==> src/rtl/servo_pkg.sv <==
`default_nettype none
// +----------------------------------------------------------------------+
// | Module   : servo_pkg                                                 |
// | Purpose  : Shared constants for the servo motion controller: pulse   |
// |            width bus size, default timing/limit values, FSM state    |
// |            encoding and the command clamp helper.                    |
// | Revision : 1.0 - initial release                                     |
// +----------------------------------------------------------------------+
package servo_pkg;

    localparam int US_W            = 12;      // width of one pulse-width value
    localparam int DEF_MIN_US      = 650;
    localparam int DEF_MAX_US      = 2600;
    localparam int DEF_HOME_US     = 1625;
    localparam int DEF_STEP_US     = 10;
    localparam int DEF_FRAME_TICKS = 500000;  // 20 ms at 25 MHz

    localparam int STATE_W = 1;
    localparam logic [STATE_W-1:0] IDLE = 1'b0;
    localparam logic [STATE_W-1:0] STEP = 1'b1;

    // Limit a requested width to the legal servo range.
    function automatic logic [US_W-1:0] clamp_us(input logic [US_W-1:0] us,
                                                 input int lo,
                                                 input int hi);
        logic [US_W-1:0] lo_v;
        logic [US_W-1:0] hi_v;
        logic [US_W-1:0] res;
        lo_v = US_W'(lo);
        hi_v = US_W'(hi);
        res  = us;
        if (us < lo_v) begin
            res = lo_v;
        end else if (us > hi_v) begin
            res = hi_v;
        end
        return res;
    endfunction

endpackage
`default_nettype wire

==> src/rtl/servo_frame_timer.sv <==
`default_nettype none
// +----------------------------------------------------------------------+
// | Module   : servo_frame_timer                                         |
// | Purpose  : Free-running frame counter 0..FRAME_TICKS-1.              |
// | Ports    : CLK, RESETN (sync, active-low)                            |
// |            o_frame_tick - high while the count equals FRAME_TICKS-1  |
// |            o_tick_next  - frame_tick will be high next cycle         |
// | Revision : 1.0 - initial release                                     |
// +----------------------------------------------------------------------+
module servo_frame_timer
    import servo_pkg::*;
#(
    parameter int FRAME_TICKS = DEF_FRAME_TICKS
) (
    input  logic CLK,
    input  logic RESETN,
    output logic o_frame_tick,
    output logic o_tick_next
);

    localparam int c_CW = (FRAME_TICKS > 2) ? $clog2(FRAME_TICKS) : 2;
    localparam logic [c_CW-1:0] c_LAST = c_CW'(FRAME_TICKS - 1);
    localparam logic [c_CW-1:0] c_PRE  = c_CW'(FRAME_TICKS - 2);

    logic [c_CW-1:0] r_count;
    logic            r_tick;

    // The tick is registered from the "one before last" count so that it
    // lines up exactly with the cycle in which the count is FRAME_TICKS-1.
    always_ff @(posedge CLK) begin
        if (!RESETN) begin
            r_count <= '0;
            r_tick  <= 1'b0;
        end else begin
            r_count <= (r_count == c_LAST) ? '0 : r_count + c_CW'(1);
            r_tick  <= (r_count == c_PRE);
        end
    end

    assign o_frame_tick = r_tick;
    assign o_tick_next  = (r_count == c_PRE);

endmodule
`default_nettype wire

==> src/rtl/servo_motion_ctrl.sv <==
`default_nettype none
// +----------------------------------------------------------------------+
// | Module   : servo_motion_ctrl                                         |
// | Purpose  : Rate-limited servo position controller. Commands set a    |
// |            clamped target per joint; once per frame every joint's    |
// |            current width moves toward its target by at most STEP_US, |
// |            one joint per cycle through a single shared datapath.     |
// | Ports    : CLK, RESETN (sync, active-low)                            |
// |            cmd_valid/cmd_ready/cmd_joint/cmd_us - command handshake  |
// |            pulse_us   - current width per joint (12 bits each)       |
// |            frame_tick - one-cycle pulse at each frame boundary       |
// |            settled    - all current widths equal their targets       |
// |            cmd_err    - pulse after an accepted out-of-range joint   |
// | Revision : 1.0 - initial release                                     |
// +----------------------------------------------------------------------+
module servo_motion_ctrl
    import servo_pkg::*;
#(
    parameter int N_JOINTS    = 4,
    parameter int FRAME_TICKS = DEF_FRAME_TICKS,
    parameter int MIN_US      = DEF_MIN_US,
    parameter int MAX_US      = DEF_MAX_US,
    parameter int HOME_US     = DEF_HOME_US,
    parameter int STEP_US     = DEF_STEP_US
) (
    input  logic                     CLK,
    input  logic                     RESETN,
    input  logic                     cmd_valid,
    output logic                     cmd_ready,
    input  logic [1:0]               cmd_joint,
    input  logic [11:0]              cmd_us,
    output logic [N_JOINTS*12-1:0]   pulse_us,
    output logic                     frame_tick,
    output logic                     settled,
    output logic                     cmd_err
);

    localparam int c_IDX_W = (N_JOINTS > 1) ? $clog2(N_JOINTS) : 1;
    localparam int c_SW    = US_W + 1;
    localparam logic [c_IDX_W-1:0] c_LAST_IDX = c_IDX_W'(N_JOINTS - 1);
    // Bit k set when joint index k exists; the 2-bit index can name 4.
    localparam logic [3:0] c_JOINT_MASK =
        (N_JOINTS >= 4) ? 4'hF : 4'((1 << N_JOINTS) - 1);
    localparam logic [US_W-1:0]        c_HOME   = US_W'(HOME_US);
    localparam logic [US_W-1:0]        c_STEP   = US_W'(STEP_US);
    localparam logic signed [c_SW-1:0] c_STEP_S = c_SW'(STEP_US);

    logic [STATE_W-1:0] r_state;
    logic [STATE_W-1:0] w_state_nxt;
    logic [c_IDX_W-1:0] r_idx;
    logic [c_IDX_W-1:0] w_idx_nxt;
    logic               w_step_en;
    logic               w_tick;
    logic               w_tick_nxt;
    logic               r_ready;
    logic               r_err;
    logic               r_settled;
    logic               w_xfer;
    logic               w_joint_ok;
    logic [US_W-1:0]    w_cmd_clamped;
    logic [US_W-1:0]    w_cur_arr [N_JOINTS];
    logic [US_W-1:0]    w_tgt_arr [N_JOINTS];
    logic [US_W-1:0]    w_cur_sel;
    logic [US_W-1:0]    w_tgt_sel;
    logic [US_W-1:0]    w_new;
    logic signed [c_SW-1:0] w_diff;
    logic [N_JOINTS-1:0] w_eq;

    servo_frame_timer #(
        .FRAME_TICKS (FRAME_TICKS)
    ) u_timer (
        .CLK          (CLK),
        .RESETN       (RESETN),
        .o_frame_tick (w_tick),
        .o_tick_next  (w_tick_nxt)
    );

    assign w_xfer        = cmd_valid && r_ready;
    assign w_joint_ok    = c_JOINT_MASK[cmd_joint];
    assign w_cmd_clamped = clamp_us(cmd_us, MIN_US, MAX_US);

    // Shared ramp datapath: the joint selected by r_idx is stepped.
    assign w_cur_sel = w_cur_arr[r_idx];
    assign w_tgt_sel = w_tgt_arr[r_idx];

    always_comb begin
        w_diff = $signed({1'b0, w_tgt_sel}) - $signed({1'b0, w_cur_sel});
        if (w_diff > c_STEP_S) begin
            w_new = w_cur_sel + c_STEP;
        end else if (w_diff < -c_STEP_S) begin
            w_new = w_cur_sel - c_STEP;
        end else begin
            w_new = w_tgt_sel;
        end
    end

    for (genvar j = 0; j < N_JOINTS; j++) begin : g_joint
        logic [US_W-1:0] r_cur;
        logic [US_W-1:0] r_tgt;

        // Commands only transfer in IDLE, so a target write and a ramp
        // step never hit the same joint in the same cycle.
        always_ff @(posedge CLK) begin
            if (!RESETN) begin
                r_cur <= c_HOME;
                r_tgt <= c_HOME;
            end else begin
                if (w_step_en && (r_idx == c_IDX_W'(j))) begin
                    r_cur <= w_new;
                end
                if (w_xfer && w_joint_ok && (cmd_joint == 2'(j))) begin
                    r_tgt <= w_cmd_clamped;
                end
            end
        end

        assign w_cur_arr[j]            = r_cur;
        assign w_tgt_arr[j]            = r_tgt;
        assign w_eq[j]                 = (r_cur == r_tgt);
        assign pulse_us[j*12 +: 12]    = r_cur;
    end

    always_comb begin
        w_state_nxt = r_state;
        w_idx_nxt   = r_idx;
        w_step_en   = 1'b0;
        case (r_state)
            IDLE: begin
                if (w_tick) begin
                    w_state_nxt = STEP;
                    w_idx_nxt   = '0;
                end
            end
            STEP: begin
                w_step_en = 1'b1;
                if (r_idx == c_LAST_IDX) begin
                    w_state_nxt = IDLE;
                    w_idx_nxt   = '0;
                end else begin
                    w_idx_nxt = r_idx + c_IDX_W'(1);
                end
            end
            default: begin
                w_state_nxt = IDLE;
                w_idx_nxt   = '0;
            end
        endcase
    end

    // cmd_ready is registered from next-cycle state and tick so it stays
    // low through the tick cycle and the whole STEP sweep.
    always_ff @(posedge CLK) begin
        if (!RESETN) begin
            r_state   <= IDLE;
            r_idx     <= '0;
            r_ready   <= 1'b0;
            r_err     <= 1'b0;
            r_settled <= 1'b1;
        end else begin
            r_state   <= w_state_nxt;
            r_idx     <= w_idx_nxt;
            r_ready   <= (w_state_nxt == IDLE) && !w_tick_nxt;
            r_err     <= w_xfer && !w_joint_ok;
            r_settled <= &w_eq;
        end
    end

    assign cmd_ready  = r_ready;
    assign cmd_err    = r_err;
    assign settled    = r_settled;
    assign frame_tick = w_tick;

endmodule
`default_nettype wire

==> config.mk <==
export PLATFORM = sky130hd
export DESIGN_NAME = servo_motion_ctrl
export DESIGN_NICKNAME = d
export VERILOG_FILES = /design/src/rtl/servo_pkg.sv /design/src/rtl/servo_frame_timer.sv /design/src/rtl/servo_motion_ctrl.sv
export SDC_FILE = /design/constraint.sdc
export NUM_CORES = 1
export LEC_CHECK = 0
export ABC_CLOCK_PERIOD_IN_PS = 14460
export BUFFER_PORTS_ARGS = -buffer_cell sky130_fd_sc_hd__buf_2
export CAP_MARGIN = 20
export CORE_ASPECT_RATIO = 0.7
export CORE_MARGIN = 2
export CORE_UTILIZATION = 45
export DETAILED_ROUTE_END_ITERATION = 10
export PLACE_DENSITY = 0.65
export SYNTH_ARGS = -nofsm -noshare
export SYNTH_HDL_FRONTEND = slang
export SYNTH_SLANG_ARGS = --single-unit
==> constraint.sdc <==
create_clock -name CLK -period 14.46 [get_ports CLK]
set_input_delay 3.615 -clock CLK [delete_from_list [all_inputs] [get_ports CLK]]
set_output_delay 3.615 -clock CLK [all_outputs]
set_load 0.005 [all_outputs]
* After elaboration in Yosys (flattened, before gate mapping)
Cells that the tools add are included.
W data, S select, Z words.
** Word-level totals
- Register bits :: 122
- Latch bits :: 0
- RAM bits :: 0
- Memory bits (read-only) :: 0
- Bits of input ports :: 17
- Logic and storage cells :: 80
- Memories kept :: 0
** Operators by class
- Add/sub/neg operators :: 5
- Multipliers :: 0
- Div/mod/pow operators :: 0
- $lt $le $gt $ge :: 6
- Eq/ne operators :: 13
- Shifts and indexed selects :: 0
- Muxes and demuxes :: 19
- Bitwise gates (word level) :: 4
- Reduce and logical (&&, ||, !) cells :: 18
** Operators with widths (number)
- $mux W12 :: 8
- $bmux W12 S2 :: 2
- $eq A12 B12 Y1 :: 4
- $eq A19 B19 Y1 const B :: 2
- $add A19 B1 Y19 const B :: 1
- $gt A13 B5 Y1 const B :: 1
- $lt A13 B5 Y1 const B :: 1
- $sub A12 B12 Y13 :: 1
- $add A12 B4 Y12 const B :: 1
- $gt A12 B12 Y1 const B :: 1
- $logic_and A1 B1 Y1 :: 12
- $lt A12 B10 Y1 const B :: 1
- $sub A12 B4 Y12 const B :: 1
- $eq A2 B2 Y1 const B :: 4
- $eq A2 B1 Y1 const B :: 2
- $logic_not A2 Y1 :: 2
- $mux W1 :: 4
- $mux W2 :: 2
- $pmux W2 S2 :: 1
- $reduce_and A4 Y1 :: 1
- $ge A3 B3 Y1 const B :: 1
- $lt A2 B3 Y1 const B :: 1
- $not A1 Y1 :: 3
- $not A2 Y3 :: 1
- other kinds (6) :: 7

* Longest topological paths before layout
- Depth in word-level cells :: 8
- Depth in mapped cells :: 18
- Gate-level depth less buffers :: 14

* Cells and area by module
From an unflattened synthesis, not the netlist that was laid out.
** Unflattened totals
- Cells, all modules :: 801
- Area total of the unflattened synthesis :: 7069.3 µm²
** By module, submodules not included
- servo_motion_ctrl :: times used 1, cells an instance 701, area an instance 6150.9 µm², sequential area each 2021.9 µm²
- servo_frame_timer :: times used 1, cells an instance 100, area an instance 918.4 µm², sequential area each 400.4 µm²

* Least setup slack after synthesis
No wires, ideal clock.
- Path kind :: input port to flip-flop
- Start point :: input port cmd_us[2]
- End point :: register g_joint[2].r_tgt[9]
- Setup time :: 0.141 ns
- Arrival :: 5.037 ns
- Data required time :: 14.319 ns
- Slack :: 9.282 ns
- Stages on the path :: 8
- Buffers on the path :: 1
- Cells stage by stage :: o31a_1 -> o21ai_0 -> a21boi_0 -> o21ai_0 -> and2_1 -> clkbuf_1 -> nor2b_1 -> o211ai_1
** On the way
- Word-level cells in the longest chain between the ends :: 3
** RTL lines
- from (decl) :: line servo_motion_ctrl.sv:31 : input logic [11:0] cmd_us,
- $gt A12 B12 Y1 :: line servo_pkg.sv:34 : end else if (us > hi_v) begin
- $mux W12 :: line servo_pkg.sv:34
- $mux W12 * :: line servo_pkg.sv:32 : if (us < lo_v) begin
- to (signal assigned) :: line servo_motion_ctrl.sv:106 : r_tgt <= c_HOME;
- to (signal assigned) :: line servo_motion_ctrl.sv:112 : r_tgt <= w_cmd_clamped;
- to (decl) :: line servo_motion_ctrl.sv:99 : logic [US_W-1:0] r_tgt;
Mark *: on every way between the ends. The rest lies on a longest branch, timed or not.
A chain may end at the register's enable or synchronous reset.

* Worst setup path in the final report
- Start point :: register r_idx[1]
- End point :: register g_joint[3].r_cur[9]
** On the way
- Word-level cells in the longest chain between the ends :: 8
** RTL lines
- from (decl) :: line servo_motion_ctrl.sv:50 : logic [c_IDX_W-1:0] r_idx;
- from (signal assigned) :: line servo_motion_ctrl.sv:161 : r_idx <= w_idx_nxt;
- $not A2 Y3 (not written as such) :: line servo_motion_ctrl.sv:83, servo_motion_ctrl.sv:84
- $bmux W12 S2 (on tied branches) :: line servo_motion_ctrl.sv:84, servo_motion_ctrl.sv:83
- $mux W12 (on tied branches) (2 in a row) :: line servo_motion_ctrl.sv:84, servo_motion_ctrl.sv:83
- $sub A12 B12 Y13 :: line servo_motion_ctrl.sv:87 : w_diff = $signed({1'b0, w_tgt_sel}) - $signed({1'b0, w_cur_sel});
- $lt A13 B5 Y1 :: line servo_motion_ctrl.sv:90 : end else if (w_diff < -c_STEP_S) begin
- $mux W12 :: line servo_motion_ctrl.sv:90
- $mux W12 :: line servo_motion_ctrl.sv:88 : if (w_diff > c_STEP_S) begin
- to (signal assigned) :: line servo_motion_ctrl.sv:105 : r_cur <= c_HOME;
- to (signal assigned) :: line servo_motion_ctrl.sv:109 : r_cur <= w_new;
- to (decl) :: line servo_motion_ctrl.sv:98 : logic [US_W-1:0] r_cur;
Several ways; a longest one is shown, not always the timed one. The select of a mux whose other input is x is not followed.

==> results by stage <==
Floorplan:
- The I/O pin total is a little under 70.
- The floorplan has 38 rows.
- The standard cell core area is 0.0154 mm^2.
- The area of the die is 0.0165 mm^2.
- The floorplan step set the die width to 153 um.
- In this run the vertical extent of the chip is between 100 and 150 um.
- The starting density of the core is between 40% and 50%.

Finish:
- 0 antenna diodes ended up in the layout.
- The cell area after layout is 0.00805 mm^2.
- The net count of the finished layout is 881.
- The final non-filler cell total is 1,056.
- The layout overhead on the synthesized area is 15.3%.
- Of the cells placed in the final design, the portion with a size suffix greater than 1 is 16.5%.

Logic synthesis:
- The commonest cells after synthesis are sky130_fd_sc_hd__dfxtp_1, sky130_fd_sc_hd__nand2_1, sky130_fd_sc_hd__xor2_1, sky130_fd_sc_hd__o21ai_0, sky130_fd_sc_hd__o211ai_1.
- In this run, synthesis produced a sequential element count of 121.
- The synthesis warning total is 0.
- The mapped netlist covers 0.00698 mm^2.
- The cell type contributing the most total cell area after synthesis is sky130_fd_sc_hd__dfxtp_1.
- By area the synthesized netlist is led by sky130_fd_sc_hd__dfxtp_1, sky130_fd_sc_hd__xor2_1, sky130_fd_sc_hd__mux4_2, sky130_fd_sc_hd__nand2_1, sky130_fd_sc_hd__ha_1.
- The number of flops mapped to enable cells by yosys is 0.
- The leading cell type by number of instances after synthesis is sky130_fd_sc_hd__dfxtp_1.
- After synthesis, the largest area contributor takes up about a third of total cell area.
- Sequential cells were found to cover 34.7% of the synthesized design area.
- When the netlist entered floorplanning its net count stood at 829.
- Synthesis produced 791 cells.
- The mean instance size in the synthesized netlist is 8.83 um^2.
- Counting flops with an async set or reset pin after synthesis yields a share of 0%.
- The commonest register cell after synthesis is sky130_fd_sc_hd__dfxtp_1.
- The synthesized netlist contains 64 unique library cells.

Clocking:
- The number of post-CTS setup repair buffers is 0.
- The clock tree synthesis step divided the H-tree into 4 levels.
- TritonCTS built the clock tree.
- The maximum count of clock buffers along a single path is 2.
- The number of hold buffers added after cts is 0.
- The tree built by TritonCTS fans out to 121 sinks.
- Gates resized during post-CTS repair numbered 0.
- Clock tree synthesis selected as its root buffer the cell sky130_fd_sc_hd__clkbuf_16.
- The clock reaches the later pin of the worst-skew pair after 0.43 ns.
- TritonCTS created 17 clock buffers.
- The clock-pin slew on the worst setup and hold paths is 0.06 ns.

GRT:
- The number of global-route vias before repair is 5,591.
- Across every metal layer, demand over resource in global routing totals 25.6%.
- The total overflow reported by the global router is 0.
- Entering global routing, the biggest net connects 75 pins.
- The initial antenna violation count came to 0.
- The first global-routing pass estimated 32.3 mm of wire.

Critical path:
- STA puts the critical path data arrival time at 5.55 ns.
- The critical path in this run is classified as reg -> reg.
- Of all nets on the critical path, the largest fanout is 27.
- The kind of end point of the critical path is a flip-flop.
- For this run, the slowest stage of the critical path takes 0.90 ns.
- The count of buffering cells on the critical path with inverters included is 1.
- The startpoint type of the worst setup path is a flip-flop.
- The cell type group with the largest total delay on the critical path is compound AO/OA/AOI/OAI gates.
- The critical path's slowest cell is sky130_fd_sc_hd__dfxtp_2.
- The required time of the critical path is roughly 15 ns.
- The critical path goes through mux4_2, inv_1, ha_1, a211oi_4, nor3_1, nand3b_1, a2111oi_0, nand4b_1, nor4_1, mux2i_1, o2111ai_1, o211ai_1.

Route:
- The number of detailed-routing iterations run before antenna repair is 6.
- The final routed wirelength across all metal layers is between 20 and 25 mm.
- The detailed router placed around 6k vias in this run.
- The initial DRC count is 776.
- In the routed design, unresolved DRC markers number 0.
- The average detailed-routed wire length per instance is 19.5 um.
- Using the TritonRoute via totals, the vias-per-cell ratio works out to around 5.8.
- In this run the remaining antenna-violating nets after routing total 0.

STA:
- Setup violations remaining at the end of the flow were counted as 0.
- The total negative setup slack is 0 ns.
- Across all hold checks on the routed design, the worst slack comes to 0.490 ns.
- Clock skew on the completed layout was measured at 0.0129 ns.
- The clock period minus worst slack is 5.29 ns.
- The slew at the pin with the worst max-slew slack is 0.921 ns.
- Derived from the worst setup path, the maximum achievable clock frequency is 189 MHz.
- Setup repair after global routing left no endpoint under its margin.
- The part of the cycle the worst path needs is 36.6%.
- The number of hold violations in the final report is 0.
- The max-slew violation count is 0.
- Measured against its own limit, the worst slew margin works out to 38.4%.

Pwr:
- The fraction of power consumed by combinational cells is 9.7%.
- The leakage power is 3.57 nW.
- IR analysis of the VDD net gives a maximum drop of 0.0856 mV.
- The cell-internal power is 0.000632 W.
- The share of total power dissipated in sequential elements is 40.1%.
- The share of total power dissipated in the clock network is roughly half.
- In this run switching power makes up 26.1% of total power.
- The power density over cell area is ~110 mW/mm^2.
- The analysis attributes to net switching a power of 0.000224 W.

Flow run:
- The count of maximum capacitance violations is 0.

Run status:
- The flow ran to the end, and the final reports show no timing, DRC or antenna violations.

Placed design:
- The total of buffers placed on input and output ports is 67.
- The placed cell area is 0.00744 mm^2.
- The wire-length estimate of the detail-placed layout is 15.4 mm.
- The final estimated routing congestion in global placement is 0.912.
- In this run, placement finished with an instance count of 1,023.

Worst hold path:
- The tightest min-delay check is of the reg -> reg type.
cell families (layout without fill, tap and decap cells):
logic type | Yosys count | count (layout) | synth area share [%]
AOI/OAI and AO/OA | 178 | 178 | 18.0
buffers and inverters | 66 | 131 | 3.78
muxes | 40 | 40 | 10.1
other | 1 | 1 | 0.0537
xor gates and xnor gates | 71 | 71 | 8.91
and+or+nand+nor | 293 | 293 | 20.6
adders and majority gates | 21 | 21 | 3.87
DFF | 121 | 121 | 34.7
layer usage:
layer | vias up | track usage, % | share of wire (%) | wire length [um]
met2 | 273 | 36.7 | 42 | 8630
met5 | - | 0 | 0 | 0
li1 | 2983 | - | - | -
met1 | 2884 | 38.0 | 48 | 9970
met4 | 0 | 6.42 | 0.96 | 199
met3 | 19 | 7.17 | 8.9 | 1830
cells in the final DEF, fill, tap and decap left out, types with 4 or more instances in the layout:
cell type and n:
sky130_fd_sc_hd__and2_1 24, sky130_fd_sc_hd__nand2b_1 5, sky130_fd_sc_hd__xor2_1 62, sky130_fd_sc_hd__dfxtp_1 120, sky130_fd_sc_hd__nand2_1 115, sky130_fd_sc_hd__or2_2 4, sky130_fd_sc_hd__a21o_1 5, sky130_fd_sc_hd__inv_1 25
sky130_fd_sc_hd__o311ai_1 5, sky130_fd_sc_hd__nor3_1 13, sky130_fd_sc_hd__ha_1 20, sky130_fd_sc_hd__o21ai_0 40, sky130_fd_sc_hd__o2111ai_1 4, sky130_fd_sc_hd__a41oi_1 6, sky130_fd_sc_hd__buf_2 67, sky130_fd_sc_hd__o211ai_1 33
sky130_fd_sc_hd__o211a_1 11, sky130_fd_sc_hd__o31a_1 6, sky130_fd_sc_hd__o21ai_1 5, sky130_fd_sc_hd__nor2_1 32, sky130_fd_sc_hd__nand4_1 8, sky130_fd_sc_hd__nor4_1 14, sky130_fd_sc_hd__nand3_1 32, sky130_fd_sc_hd__a21oi_1 25
sky130_fd_sc_hd__nor3b_1 6, sky130_fd_sc_hd__or3_1 10, sky130_fd_sc_hd__mux4_2 24, sky130_fd_sc_hd__clkbuf_16 17, sky130_fd_sc_hd__xnor2_1 9, sky130_fd_sc_hd__mux2i_1 15, sky130_fd_sc_hd__buf_4 4, sky130_fd_sc_hd__clkinvlp_4 4
sky130_fd_sc_hd__and3_1 8, sky130_fd_sc_hd__nor2b_1 9, sky130_fd_sc_hd__a21boi_0 9, sky130_fd_sc_hd__o21a_1 4, sky130_fd_sc_hd__nand3b_1 5
power by group through the flow:
stage               combinational [W]  sequential, W  clock, W
floorplan                   0.0000595       0.000349         0
CTS                         0.0000806       0.000343  0.000433
global placement            0.0000798       0.000350         0
global route                0.0000900       0.000344  0.000450
finish                      0.0000828       0.000343  0.000430
detailed placement          0.0000803       0.000351         0
sequential cells by signal, indices dropped and copies added (netlist names):
name and count:
u_timer.r_count 19, r_state 1, r_idx 2, g_joint.r_cur 48, u_timer.o_frame_tick 1, settled 1
cmd_ready 1, g_joint.r_tgt 48
metrics by stage:
step                util, %  total power, W  setup WS [ns]
floorplan                 -        0.000409           9.28
CTS                    52.3        0.000857           9.28
finish                 52.4        0.000856           9.17
detailed placement     48.4        0.000431           8.95
global route           52.4        0.000883           8.84
global placement       48.4        0.000430           9.00
area by class of cell:
class                   instances  area, um^2
clock buffers                  19         453
multi-input cells             604        4300
repair buffers                 72         380
fillers                      1433        7310
clock inverters                13         144
flip-flops and latches        121        2420
well taps                     200         250
inverters                      27         101
worst min-delay path: cells and delay by family, from the launching register on:
kind	cells	cell delay, ns
AOI/OAI and AO/OA	1	0.05
DFF	1	0.33
and+or+nand+nor	1	0.06
final timing paths:
check                                   startpoint                   to  slack (ns)  cells after the start
worst max-delay path                      r_idx[1]  g_joint[3].r_cur[9]        9.17                     12
worst min-delay path            u_timer.r_count[8]   u_timer.r_count[8]        0.49                      2
worst max register to register            r_idx[1]  g_joint[3].r_cur[9]        9.17                     12
worst min register to register  u_timer.r_count[8]   u_timer.r_count[8]        0.49                      2
Power figures use the tool's default switching activity.
